File: config.mk
export PLATFORM = sky130hd
export DESIGN_NAME = msf_display_scheduler
export DESIGN_NICKNAME = d
export VERILOG_FILES = /design/src/rtl/msf_display_scheduler.sv
export SDC_FILE = /design/constraint.sdc
export NUM_CORES = 1
export LEC_CHECK = 0
export BUFFER_PORTS_ARGS = -buffer_cell sky130_fd_sc_hd__buf_2
export CAP_MARGIN = 40
export CORE_MARGIN = 1.5
export CORE_UTILIZATION = 55
export DETAILED_ROUTE_END_ITERATION = 7
export GPL_TIMING_DRIVEN = 0
export PLACE_DENSITY = 0.81
export SLEW_MARGIN = 30
export SYNTH_ARGS = -nofsm -noshare
export SYNTH_HDL_FRONTEND = slang
export SYNTH_SLANG_ARGS = --single-unit
File: constraint.sdc
create_clock -name clk_i -period 5 [get_ports clk_i]
set_clock_uncertainty 0.1 [all_clocks]
set_input_delay 0.5 -clock clk_i [delete_from_list [all_inputs] [get_ports clk_i]]
set_output_delay 0.5 -clock clk_i [all_outputs]
set_load 0.02 [all_outputs]
File: src/rtl/msf_display_scheduler.sv
// Steps the snapshotted MSF time (HH:MM:SS BCD) digit by digit onto one seven-segment display.
// Latency: registered outputs, first digit PAUSE_CYCLES edges after reset; no backpressure (free-running).
// Optional MSF_DISP_ZERO_BLANK_EN blanks a zero hours-tens digit.
module msf_display_scheduler #(
    parameter int DWELL_CYCLES = 1000,
    parameter int GAP_CYCLES   = 200,
    parameter int PAUSE_CYCLES = 3000
) (
    input  logic       clk_i,
    input  logic       rst_i,
    input  logic       time_valid_i,
    input  logic [7:0] hours_i,
    input  logic [7:0] minutes_i,
    input  logic [7:0] seconds_i,
    output logic [6:0] seg_o,
    output logic       dp_o,
    output logic [2:0] digit_o,
    output logic       busy_o
);

    typedef enum logic [1:0] {
        ST_PAUSE  = 2'd0,
        ST_SHOW   = 2'd1,
        ST_GAP    = 2'd2,
        ST_NOLOCK = 2'd3
    } state_t;

    localparam logic [15:0] DWELL_END = 16'(DWELL_CYCLES - 1);
    localparam logic [15:0] GAP_END   = 16'(GAP_CYCLES - 1);
    localparam logic [15:0] PAUSE_END = 16'(PAUSE_CYCLES - 1);

    state_t      state_q, state_d;
    logic [15:0] cnt_q, cnt_d;
    logic [2:0]  digit_q, digit_d;
    logic [23:0] snap_q, snap_d;
    logic [6:0]  seg_q, seg_d;
    logic        dp_q, dp_d;
    logic        busy_q, busy_d;
    logic [3:0]  nib;

    function automatic logic [6:0] bcd_to_seg(input logic [3:0] v);
        logic [6:0] s;
        case (v)
            4'd0:    s = 7'h3F;
            4'd1:    s = 7'h06;
            4'd2:    s = 7'h5B;
            4'd3:    s = 7'h4F;
            4'd4:    s = 7'h66;
            4'd5:    s = 7'h6D;
            4'd6:    s = 7'h7D;
            4'd7:    s = 7'h07;
            4'd8:    s = 7'h7F;
            4'd9:    s = 7'h6F;
            default: s = 7'h00;
        endcase
        return s;
    endfunction

    always_comb begin
        state_d = state_q;
        cnt_d   = cnt_q + 16'd1;
        digit_d = digit_q;
        snap_d  = snap_q;
        case (state_q)
            ST_PAUSE: begin
                if (cnt_q == PAUSE_END) begin
                    cnt_d = 16'd0;
                    if (time_valid_i) begin
                        snap_d  = {hours_i, minutes_i, seconds_i};
                        digit_d = 3'd0;
                        state_d = ST_SHOW;
                    end else begin
                        state_d = ST_NOLOCK;
                    end
                end
            end
            ST_SHOW: begin
                if (cnt_q == DWELL_END) begin
                    cnt_d   = 16'd0;
                    state_d = ST_GAP;
                end
            end
            ST_GAP: begin
                if (cnt_q == GAP_END) begin
                    cnt_d = 16'd0;
                    if (digit_q < 3'd5) begin
                        digit_d = digit_q + 3'd1;
                        state_d = ST_SHOW;
                    end else begin
                        digit_d = 3'd0;
                        state_d = ST_PAUSE;
                    end
                end
            end
            ST_NOLOCK: begin
                if (cnt_q == DWELL_END) begin
                    cnt_d   = 16'd0;
                    digit_d = 3'd0;
                    state_d = ST_PAUSE;
                end
            end
            default: begin
                cnt_d   = 16'd0;
                digit_d = 3'd0;
                state_d = ST_PAUSE;
            end
        endcase
    end

    // Outputs are decoded from the next state so they switch on the entry edge.
    always_comb begin
        case (digit_d)
            3'd0:    nib = snap_d[23:20];
            3'd1:    nib = snap_d[19:16];
            3'd2:    nib = snap_d[15:12];
            3'd3:    nib = snap_d[11:8];
            3'd4:    nib = snap_d[7:4];
            3'd5:    nib = snap_d[3:0];
            default: nib = 4'd0;
        endcase
    end

    always_comb begin
        seg_d  = 7'h00;
        dp_d   = 1'b0;
        busy_d = 1'b0;
        case (state_d)
            ST_SHOW: begin
                busy_d = 1'b1;
                if (nib > 4'd9) begin
                    dp_d = 1'b1;
                end else begin
                    seg_d = bcd_to_seg(nib);
                    dp_d  = (digit_d == 3'd1) || (digit_d == 3'd3);
`ifdef MSF_DISP_ZERO_BLANK_EN
                    if (digit_d == 3'd0 && nib == 4'd0) begin
                        seg_d = 7'h00;
                    end
`endif
                end
            end
            ST_GAP: begin
                busy_d = 1'b1;
            end
            ST_NOLOCK: begin
                seg_d  = 7'h40;
                busy_d = 1'b1;
            end
            default: begin
                busy_d = 1'b0;
            end
        endcase
    end

    always_ff @(posedge clk_i or posedge rst_i) begin
        if (rst_i) begin
            state_q <= ST_PAUSE;
            cnt_q   <= 16'd0;
            digit_q <= 3'd0;
            snap_q  <= 24'd0;
            seg_q   <= 7'h00;
            dp_q    <= 1'b0;
            busy_q  <= 1'b0;
        end else begin
            state_q <= state_d;
            cnt_q   <= cnt_d;
            digit_q <= digit_d;
            snap_q  <= snap_d;
            seg_q   <= seg_d;
            dp_q    <= dp_d;
            busy_q  <= busy_d;
        end
    end

    assign seg_o   = seg_q;
    assign dp_o    = dp_q;
    assign digit_o = digit_q;
    assign busy_o  = busy_q;

endmodule

==> results_dict.tcl, run 1 <==
set metrics [dict create \
    outcome "finished, final reports clean" \
    start_kind "register" \
    antenna_found_initial 0 \
    clock.fmax_mhz 218 \
    io_pins 39 \
    layout-drive-gt1-share 0.295 \
    htree_levels 2 \
    fin_tns_setup_ns 0 \
    grt-busiest-layer "met2" \
    synthXorXnorAreaFrac 0.0428 \
    async_reset_ff_frac 1.00 \
    cts-root-buf "clkbuf_8" \
    cellLeakagePower_nw 1.65 \
    arrival_ns 4.67 \
    routed_wl_um 5510 \
    rrSetupSlack_ns 0.41 \
    rr_worst_depth 15 \
    vias_per_cell 5.49 \
    gr-usage-all-layers 0.211 \
    synth_compound_area_frac 0.103 \
    dpl.hpwl_um 4010 \
    final_nets 332 \
    row_count 26 \
    coreArea_mm2 0.00507 \
    vias 2019 \
    synthMuxAreaShare 0.151 \
    slowest_delay_ns 0.54 \
    dieArea_mm2 0.00565 \
    grt_pass1_wl_um 8940 \
    synth_cell_types 56 \
    synth-warning-count 0 \
    grt_start_max_net_pins 32 \
    r2r-end "seg_o[4]" \
    ant_nets 0 \
    place_area_mm2 0.00316 \
    crit_chain "ha_1 > and4bb_1 > and3_1 > a21bo_2 > a311oi_1 > buf_2 > mux4_2 > o21ai_0 > inv_1 > ha_1 > nor2_1 > a21oi_1 > and4_1 > a31oi_1 > a21oi_1" \
    hold-worst-slack_ns 0.0510 \
    synth-simple-area-share 0.145 \
    relSlewSlack 0.500 \
    min-delay-path-class "input pin to asynchronous set/reset pin" \
    gp_congestion 0.787 \
    synth_top_family_by_area "multiplexers" \
    worstMarginPinSlew_ns 0.744 \
    critPathRequiredTime_ns 5.08 \
    final_area_mm2 0.00326 \
    synth_fa_ha_area_frac 0.0349 \
    ys_seq_area_frac 0.472 \
    synth_edf_count 0 \
    cts_tree "done" \
    clock-sinks 54 \
    synth_nets 286 \
    clk_path_buf_depth 2 \
    die_h_um 75.2 \
    power.density_mw_per_mm2 218 \
    met3_usage 0.0482 \
    synth_seq_cells 54 \
    max-cap-violations 0 \
    numCtsBuffers 5 \
    avgRoutedWirePerCell_um 15.0 \
    cts_repair_resize_count 0 \
    r2r-start "cnt_q[0]" \
    area_growth_pct 13.8 \
    final-max-slew-violation-count 0 \
    port_buffers 38 \
    grt_overflow 0 \
    fp.dieW_um 75.2 \
    path_clk_slew_ns 0.10 \
    drt-pass1-iter-count 4 \
    crit_end "seg_o[4]" \
    synth_cells 251 \
    critical_path_class "register to register" \
    yosys_most_used_dff "dfrtp_1" \
    grt_pass1_vias 1937 \
    clkLatencyLatePin_ns 0.30 \
    setup_viol 0 \
    drcViolationCount 0 \
    crit_path_end_kind "register" \
    holdBufCountCts 0 \
    path_max_fanout 10 \
    synth_area_mm2 0.00286 \
    post_cts.repair.setup_buffers 0 \
    crit_slowest_cell "mux4_2" \
    crit_path_start "cnt_q[0]" \
    use_met1 0.294 \
    diodes 0 \
    drtIter0Drc 147 \
    start_util 0.564 \
    met2_usage 0.332 \
    vdd_drop_max_mv 0.137 \
    hold_viol 0 \
    period_minus_slack_ns 4.59 \
    synth.avg_cell_area_um2 11.4 \
    rsz0062_at_grt "no" \
    final.period_utilization 0.917 \
]
-- per-stage QoR --
step                      std cells  setup WS (ns)   util  total power [mW]
after detailed placement        360          0.499  0.624             0.467
after global placement          359          0.631  0.619             0.464
after global routing            368          0.209  0.642             0.734
after CTS                       368          0.474  0.642             0.719
final                           368          0.413  0.642             0.710
after floorplan                 251           1.00      -             0.452
-- state kept, by name, summed over array words and instances (netlist names) --
signal	count
snap_q	24
cnt_q	16
seg_o	7
digit_o	3
state_q	2
busy_o	1
dp_o	1
-- kinds of logic after synthesis --
logic type | after synthesis
AND/OR/NAND/NOR | 73
flip-flops | 54
AO/OA/AOI/OAI | 37
multiplexers | 37
buffers and inverters | 28
XOR/XNOR | 14
adder cells (fa/ha/maj) | 8
-- how the worst min path moves through the flow --
stage          startpoint         end  slack [ns]  depth (start not counted)
2_1_floorplan    cnt_q[0]    cnt_q[0]        0.33                          1
3_3_place_gp     cnt_q[0]    cnt_q[0]        0.34                          1
3_5_place_dp     cnt_q[0]    cnt_q[0]        0.35                          1
4_1_cts             rst_i   snap_q[9]        0.05                          2
5_1_grt             rst_i  snap_q[13]        0.06                          2
6_report            rst_i   snap_q[9]        0.05                          2
-- per-layer routing --
metal | part of all wire | up-vias
met3 | 0.040 | 6
li1 | - | 984
met2 | 0.47 | 43
met1 | 0.48 | 986
met5 | 0 | -
met4 | 0.010 | 0
-- worst max-delay path: cells and delay by family, from the launching register on --
kind | cells | cell delay, ns
AOI/OAI and AO/OA | 6 | 1.46
and+or+nand+nor | 4 | 0.93
buffers and inverters | 2 | 0.53
adders and majority gates | 2 | 0.51
DFF | 1 | 0.40
muxes | 1 | 0.54
-- Yosys cell counts (all sizes together), types with 2 or more instances --
cell	count	area, um^2
dfrtp	54	1350
nor2	22	90.1
mux2	21	244
inv	20	75.1
mux2i	14	140
nand2	12	45.0
nand3	10	50.1
ha	8	100
xnor2	7	61.3
xor2	7	61.3
a21oi	6	30.0
nor3	6	30.0
o21ai	6	30.0
and3	5	31.3
buf	5	58.8
a211oi	4	52.6
nand4	4	25.0
a311oi	3	26.3
clkbuf	3	12.5
a31oi	2	12.5
a41oi	2	17.5
and2	2	15.0
and4	2	17.5
and4bb	2	25.0
mux4	2	48.8
nor4	2	18.8
o21a	2	15.0
o22ai	2	12.5
o31ai	2	15.0
-- layout make-up --
class	count	area, um^2
Fill cell	431	1820
Multi-Input combinational cell	169	1370
Sequential cell	54	1350
Timing Repair Buffer	39	210
Tap cell	70	87.6
Clock buffer	7	86.3
Inverter	20	77.6
Buffer	8	71.3
Clock inverter	1	8.76
-- cell usage in the layout (no fill, tap or decap), drive strengths merged, types with 3 or more instances in the layout --
cell,instances
nor2,22
a211oi,4
dfrtp,54
and3,5
o21ai,6
clkbuf,10
nand3,10
mux2i,14
a311oi,3
inv,21
ha,8
a21oi,6
nor3,6
xor2,7
nand4,4
nand2,12
xnor2,7
mux2,21
buf,44
-- where the power goes --
group / switching [mW] / internal, mW / total (mW)
clock network: 0.138 / 0.115 / 0.252
registers: 0 / 0.436 / 0.436
logic: 0.0120 / 0.00911 / 0.0211
Power figures use the tool's default switching activity.
==> run 2: changes to the inputs <==
--- a/config.mk
+++ b/config.mk
@@ -5,13 +5,15 @@
 export SDC_FILE = /design/constraint.sdc
 export NUM_CORES = 1
 export LEC_CHECK = 0
+export ABC_AREA = 1
 export BUFFER_PORTS_ARGS = -buffer_cell sky130_fd_sc_hd__buf_2
 export CAP_MARGIN = 40
 export CORE_MARGIN = 1.5
 export CORE_UTILIZATION = 55
+export CTS_BUF_LIST = sky130_fd_sc_hd__clkbuf_4
 export DETAILED_ROUTE_END_ITERATION = 7
 export GPL_TIMING_DRIVEN = 0
-export PLACE_DENSITY = 0.81
+export PLACE_DENSITY = 0.8
 export SLEW_MARGIN = 30
 export SYNTH_ARGS = -nofsm -noshare
 export SYNTH_HDL_FRONTEND = slang
==> run 2 against run 1 <==
Non-clock buffer count is 3 lower. Sequential cell count stayed put. Register-to-register slack better by 1.3 ns. Critical path type unchanged. Via count is 31% higher. Hold slack better by 0.18 ns. Largest power group unchanged. Fmax is 39% higher. Critical path depth is 8 higher. Global-route usage is 1.5 points higher.
==> results_dict.tcl, run 2 <==
set metrics [dict create \
    area_growth_pct 11.5 \
    worst_slack_ns 1.70 \
    gr-usage-all-layers 0.226 \
    routed_wl_um 6260 \
    final.period_utilization 0.660 \
    cts_tree "done" \
    crit_path_end_kind "register" \
    cellLeakagePower_nw 1.91 \
    rr_worst_depth 23 \
    synth_nets 451 \
    avgRoutedWirePerCell_um 11.7 \
    die_h_um 78.4 \
    synth.avg_cell_area_um2 7.51 \
    yosysTopAreaCell "dfrtp_1" \
    htree_levels 2 \
    worstHoldPathCells 3 \
    arrival_ns 3.47 \
    path_clk_slew_ns 0.16 \
    largest_reg_flops 24 \
    start_util 0.567 \
    gp_congestion 0.849 \
    hold_viol 0 \
    rrSetupSlack_ns 1.70 \
    outcome "finished, final reports clean" \
    dieArea_mm2 0.00614 \
    synth_seq_cells 54 \
    critPathRequiredTime_ns 5.17 \
    yosys_most_used_dff "dfrtp_1" \
    place_area_mm2 0.00343 \
    row_count 27 \
    fp.dieW_um 78.4 \
    fin_cells 535 \
    dp_cells 527 \
    start_kind "register" \
    r2r-start "cnt_q[0]" \
    relSlewSlack 0.684 \
    antenna_found_initial 0 \
    async_reset_ff_frac 1.00 \
    fin_tns_setup_ns 0 \
    critical_path_class "register to register" \
    ys_seq_area_frac 0.433 \
    r2r-end "seg_o[0]" \
    final-max-slew-violation-count 0 \
    synth_cells 416 \
    rsz0062_at_grt "no" \
    coreArea_mm2 0.00551 \
    synth_edf_count 0 \
    period_minus_slack_ns 3.30 \
    synth_area_mm2 0.00312 \
    cts-root-buf "clkbuf_4" \
    final_nets 498 \
    post-synth-top-count-cell "nand2_1" \
    totalPowerFinal_mw 0.641 \
    yosysTopAreaCellShare 0.433 \
    hold_path_end "snap_q[4]" \
    clock-sinks 54 \
    final_util 0.633 \
    setup_viol 0 \
    drtIter0Drc 176 \
    synth_cell_types 35 \
    vdd_drop_max_mv 0.155 \
    vias_per_cell 4.95 \
    synth_common_cells "nand2_1 (135), nor2_1 (59), dfrtp_1 (54), inv_1 (34), nand3_1 (26)" \
    clkLatencyLatePin_ns 0.38 \
    clock.fmax_mhz 303 \
    grt_overflow 0 \
    grt_start_max_net_pins 44 \
    worstHoldStart "seconds_i[4]" \
    numCtsBuffers 5 \
    diodes 0 \
    final_common_cell "nand2_1" \
    drt-pass1-iter-count 4 \
    grt_pass1_vias 2458 \
    dp_slack_ns 1.71 \
    largest_register "snap_q" \
    worstMarginPinSlew_ns 0.470 \
    final_area_mm2 0.00348 \
    dpl.hpwl_um 4850 \
    layout-drive-gt1-share 0.222 \
    hold-worst-slack_ns 0.232 \
    drcViolationCount 0 \
    ant_nets 0 \
    mostFrequentLayoutCells "nand2_1 (135), nor2_1 (59), dfrtp_1 (54)" \
    min-delay-path-class "input pin to register" \
    max-cap-violations 0 \
    clk_path_buf_depth 2 \
    path_max_fanout 10 \
    synth-warning-count 0 \
    port_buffers 38 \
    yosys-top-cells-area "dfrtp_1 (43%), nand2_1 (16%), nor2_1 (7.1%), nand3_1 (4.2%), inv_1 (4.1%)" \
    grt_pass1_wl_um 11000 \
    vias 2648 \
    io_pins 39 \
    power.density_mw_per_mm2 184 \
]
-- run 2: cell types whose count changed in the layout (fill, tap and decap cells not counted), sizes merged, moves of 3 or more --
cell / before / now
and3: 5 / 1
clkbuf: 10 / 5
mux2i: 14 / 0
a21oi: 6 / 9
nand3: 10 / 31
inv: 21 / 48
nand4: 4 / 7
and2: 2 / 5
a311oi: 3 / 0
xnor2: 7 / 3
nand2: 12 / 150
a211oi: 4 / 0
mux2: 21 / 0
nor2: 22 / 73
-- run 2: worst max-delay path by stage --
stage	end	slack [ns]	startpoint
2_1_floorplan	seg_o[2]	2.19	cnt_q[0]
3_3_place_gp	seg_o[1]	1.82	cnt_q[0]
3_5_place_dp	seg_o[2]	1.71	cnt_q[0]
4_1_cts	seg_o[0]	1.69	cnt_q[0]
5_1_grt	seg_o[0]	1.45	cnt_q[0]
6_report	seg_o[0]	1.70	cnt_q[0]
-- run 2: final cells by class --
cell class                      count  area [um^2]
Fill cell                         511         2020
Multi-Input combinational cell    310         1560
Sequential cell                    54         1350
Timing Repair Buffer               40          220
Inverter                           48          183
Tap cell                           72         90.1
Clock buffer                        5         37.5
Buffer                              4         35.0
Clock inverter                      2         10.0
-- run 2: logic make-up (layout without fill, tap and decap cells) --
| family | Yosys count | in the layout | share of synthesized area |
|---|---|---|---|
| buf+inv | 52 | 99 | 0.0689 |
| compound gates | 17 | 17 | 0.0356 |
| flops | 54 | 54 | 0.433 |
| simple gates | 277 | 277 | 0.408 |
| fa+ha+maj | 8 | 8 | 0.0320 |
| xor+xnor | 8 | 8 | 0.0224 |
-- run 2: critical path, stage by stage, from the launching register on --
cell,delay (ns)
dfrtp_1,0.40
ha_1,0.19
nand2_1,0.09
inv_2,0.07
nand2_2,0.06
nor2_4,0.17
inv_2,0.07
nor2_4,0.15
nand3_4,0.14
inv_2,0.14
buf_4,0.18
nand2_1,0.07
nand2_1,0.08
nand3_1,0.07
and2_1,0.17
nand3b_1,0.21
inv_1,0.13
ha_1,0.23
nor2_1,0.11
inv_1,0.06
nand3_2,0.10
a21oi_4,0.07
nand2_2,0.10
nor2_1,0.05
-- run 2: repair_timing --
action                                  in CTS  in global routing
setup buffers                                0                  0
hold buffers                                 1                  0
endpoints found under the hold margin       11                  0
endpoints found under the setup margin       0                  0
resized for setup                            0                  0
-- run 2: where the power goes --
group          internal, mW  total (mW)  leakage (nW)  switching (mW)
Clock                0.0510       0.183        0.0308           0.132
Sequential            0.437       0.437         0.719               0
Combinational       0.00959      0.0218          1.16          0.0122
Total                 0.497       0.641          1.91           0.144
-- run 2: routing by layer --
| layer | wire length, um | track usage |
|---|---|---|
| met2 | 2950 | 0.363 |
| met4 | 49 | 0.0714 |
| met1 | 2990 | 0.312 |
| met5 | 0 | 0 |
| met3 | 278 | 0.0419 |
==> run 3: changes to the inputs <==
==> constraint.sdc (replaced) <==
create_clock -name clk_i -period 3.13 [get_ports clk_i]
set_clock_uncertainty 0.1 [all_clocks]
set_input_delay 0.313 -clock clk_i [delete_from_list [all_inputs] [get_ports clk_i]]
set_output_delay 0.313 -clock clk_i [all_outputs]
set_load 0.02 [all_outputs]
==> run 3 against run 2 <==
The run now ends with negative setup slack left. Sequential cell count is the same. Routed wire length up 14%. Combinational power up 61%. Die area is the same. Via count increased by 6.2%. Sequential power grew 60%. Power up 61%. Largest power group unchanged. Highest routed layer unchanged.
==> results_dict.tcl, run 3 (synthesis results as in run 2) <==
set metrics [dict create \
    crit_top_cell "inv_2" \
    crit_family "simple AND/OR/NAND/NOR gates" \
    relSlewSlack 0.677 \
    grt_start_max_net_pins 44 \
    r2r-start "cnt_q[1]" \
    setup_viol 4 \
    critPathRequiredTime_ns 3.34 \
    drt-pass1-iter-count 4 \
    power.density_mw_per_mm2 270 \
    htree_levels 2 \
    final-max-slew-violation-count 0 \
    period_minus_slack_ns 3.20 \
    violations "negative setup slack" \
    rr_worst_depth 21 \
    numCtsBuffers 5 \
    clkLatencyLatePin_ns 0.38 \
    crit_end "seg_o[0]" \
    final_common_cell "nand2_1" \
    die_h_um 78.4 \
    crit_path_end_kind "register" \
    clock-sinks 54 \
    fin_cells 557 \
    rrSetupSlack_ns -0.07 \
    rsz0062_at_grt "yes" \
    mostFrequentLayoutCells "nand2_1 (123), dfrtp_1 (54), nor2_1 (49)" \
    path_clk_slew_ns 0.16 \
    r2r-end "seg_o[0]" \
    clk_path_buf_depth 2 \
    layout-drive-gt1-share 0.324 \
    fin_tns_setup_ns -0.115 \
    crit_cells 21 \
    avgRoutedWirePerCell_um 12.8 \
    gp_congestion 0.849 \
    gr-usage-all-layers 0.229 \
    ant_nets 0 \
    hold_viol 0 \
    crit_path_start "cnt_q[1]" \
    min-delay-path-class "input pin to register" \
    cellLeakagePower_nw 2.05 \
    largest_reg_flops 24 \
    fp.dieW_um 78.4 \
    cp_num_buf_inv 5 \
    io_pins 39 \
    largest_register "snap_q" \
    cts-root-buf "clkbuf_4" \
    final.period_utilization 1.02 \
    grt_pass1_wl_um 11100 \
    path_max_fanout 6 \
    routed_wl_um 7110 \
    drtIter0Drc 191 \
    vias 2813 \
    start_kind "register" \
    slowest_delay_ns 0.40 \
    area_growth_pct 22.4 \
    dpl.hpwl_um 4850 \
    vdd_drop_max_mv 0.260 \
    grt_overflow 0 \
    antenna_found_initial 0 \
    vias_per_cell 5.05 \
    grt_pass1_vias 2508 \
    final_nets 520 \
    totalPowerFinal_mw 1.03 \
    row_count 27 \
    start_util 0.567 \
    crit_chain "ha_2 > nand2_2 > inv_2 > nand2_2 > nor2_4 > inv_2 > nor2_4 > nand3_4 > clkbuf_16 > nand2_1 > a21oi_1 > nor2_1 > nand3b_1 > inv_2 > ha_4 > nor2_1 > inv_1 > nand3_2 > a21oi_4 > nand2_4 > nor2_2" \
    clock.fmax_mhz 313 \
    critical_path_class "register to register" \
    port_buffers 38 \
    worst_slack_ns -0.0652 \
    coreArea_mm2 0.00551 \
    diodes 0 \
    dieArea_mm2 0.00614 \
    outcome "finished, violations left" \
    dp_cells 527 \
    drcViolationCount 0 \
    worstMarginPinSlew_ns 0.480 \
    cts_tree "done" \
    arrival_ns 3.41 \
    worstHoldStart "hours_i[4]" \
    max-cap-violations 0 \
    final_util 0.695 \
    crit_slowest_cell "dfrtp_1" \
]
[run 3: cell types whose count changed in the layout (fill, tap and decap cells not counted), moves of 3 or more]
cell,delta
buf_4,+20
nand3_1,-3
nand2_2,+10
nor2_1,-10
nor2_2,+8
nand3_2,+3
nand2_1,-12
[run 3: worst reg2reg max path, delay by kind of cell (launching register included)]
| family | cells | cell delay, ns |
|---|---|---|
| flops | 1 | 0.40 |
| fa+ha+maj | 2 | 0.36 |
| simple gates | 12 | 1.38 |
| buf+inv | 5 | 0.57 |
| compound gates | 2 | 0.32 |
[run 3: stage by stage]
| stage | hold WS [ns] | instance area (um^2) | setup WS (ns) |
|---|---|---|---|
| 4_1_cts | 0.0297 | 3520 | 0.0101 |
| 3_5_place_dp | 0.133 | 3430 | -0.157 |
| 5_1_grt | 0.0136 | 3820 | -0.293 |
| 2_1_floorplan | 0.332 | 3120 | 0.323 |
| 6_report | 0.0371 | 3820 | -0.0652 |
| 3_3_place_gp | 0.345 | 3400 | -0.0497 |
[run 3: power breakdown]
part | switching (mW) | internal (mW)
clock | 0.220 | 0.0815
combinational | 0.0198 | 0.0153
sequential | 0 | 0.698
total | 0.239 | 0.795
[run 3: how the worst min path moves through the flow]
stage,endpoint,cells past startpoint
after floorplan,cnt_q[0],1
after global placement,cnt_q[0],1
after detailed placement,cnt_q[14],2
after CTS,snap_q[12],3
after global routing,snap_q[12],3
final,snap_q[20],3
[run 3: cell type report]
cell class / instances / area [um^2]
Fill cell: 453 / 1680
Multi-Input combinational cell: 310 / 1670
Sequential cell: 54 / 1350
Timing Repair Buffer: 63 / 428
Inverter: 48 / 193
Tap cell: 72 / 90.1
Buffer: 3 / 41.3
Clock buffer: 5 / 37.5
Clock inverter: 2 / 10.0
[run 3: metal layers]
layer | share of wire | global-route usage | vias up
met5 | 0 | 0 | -
met1 | 0.45 | 0.312 | 1289
li1 | - | - | 1430
met2 | 0.48 | 0.370 | 80
met4 | 0.019 | 0.0768 | 0
met3 | 0.049 | 0.0419 | 14
[run 3: repair_timing]
item | in CTS | in global routing
cloned | 0 | 2
hold buffers | 1 | 0
setup buffers | 5 | 16
hold endpoints to repair | 54 | 0
gates resized for setup | 5 | 40
pin swaps | 1 | 13
endpoints found under the setup margin | 8 | 8
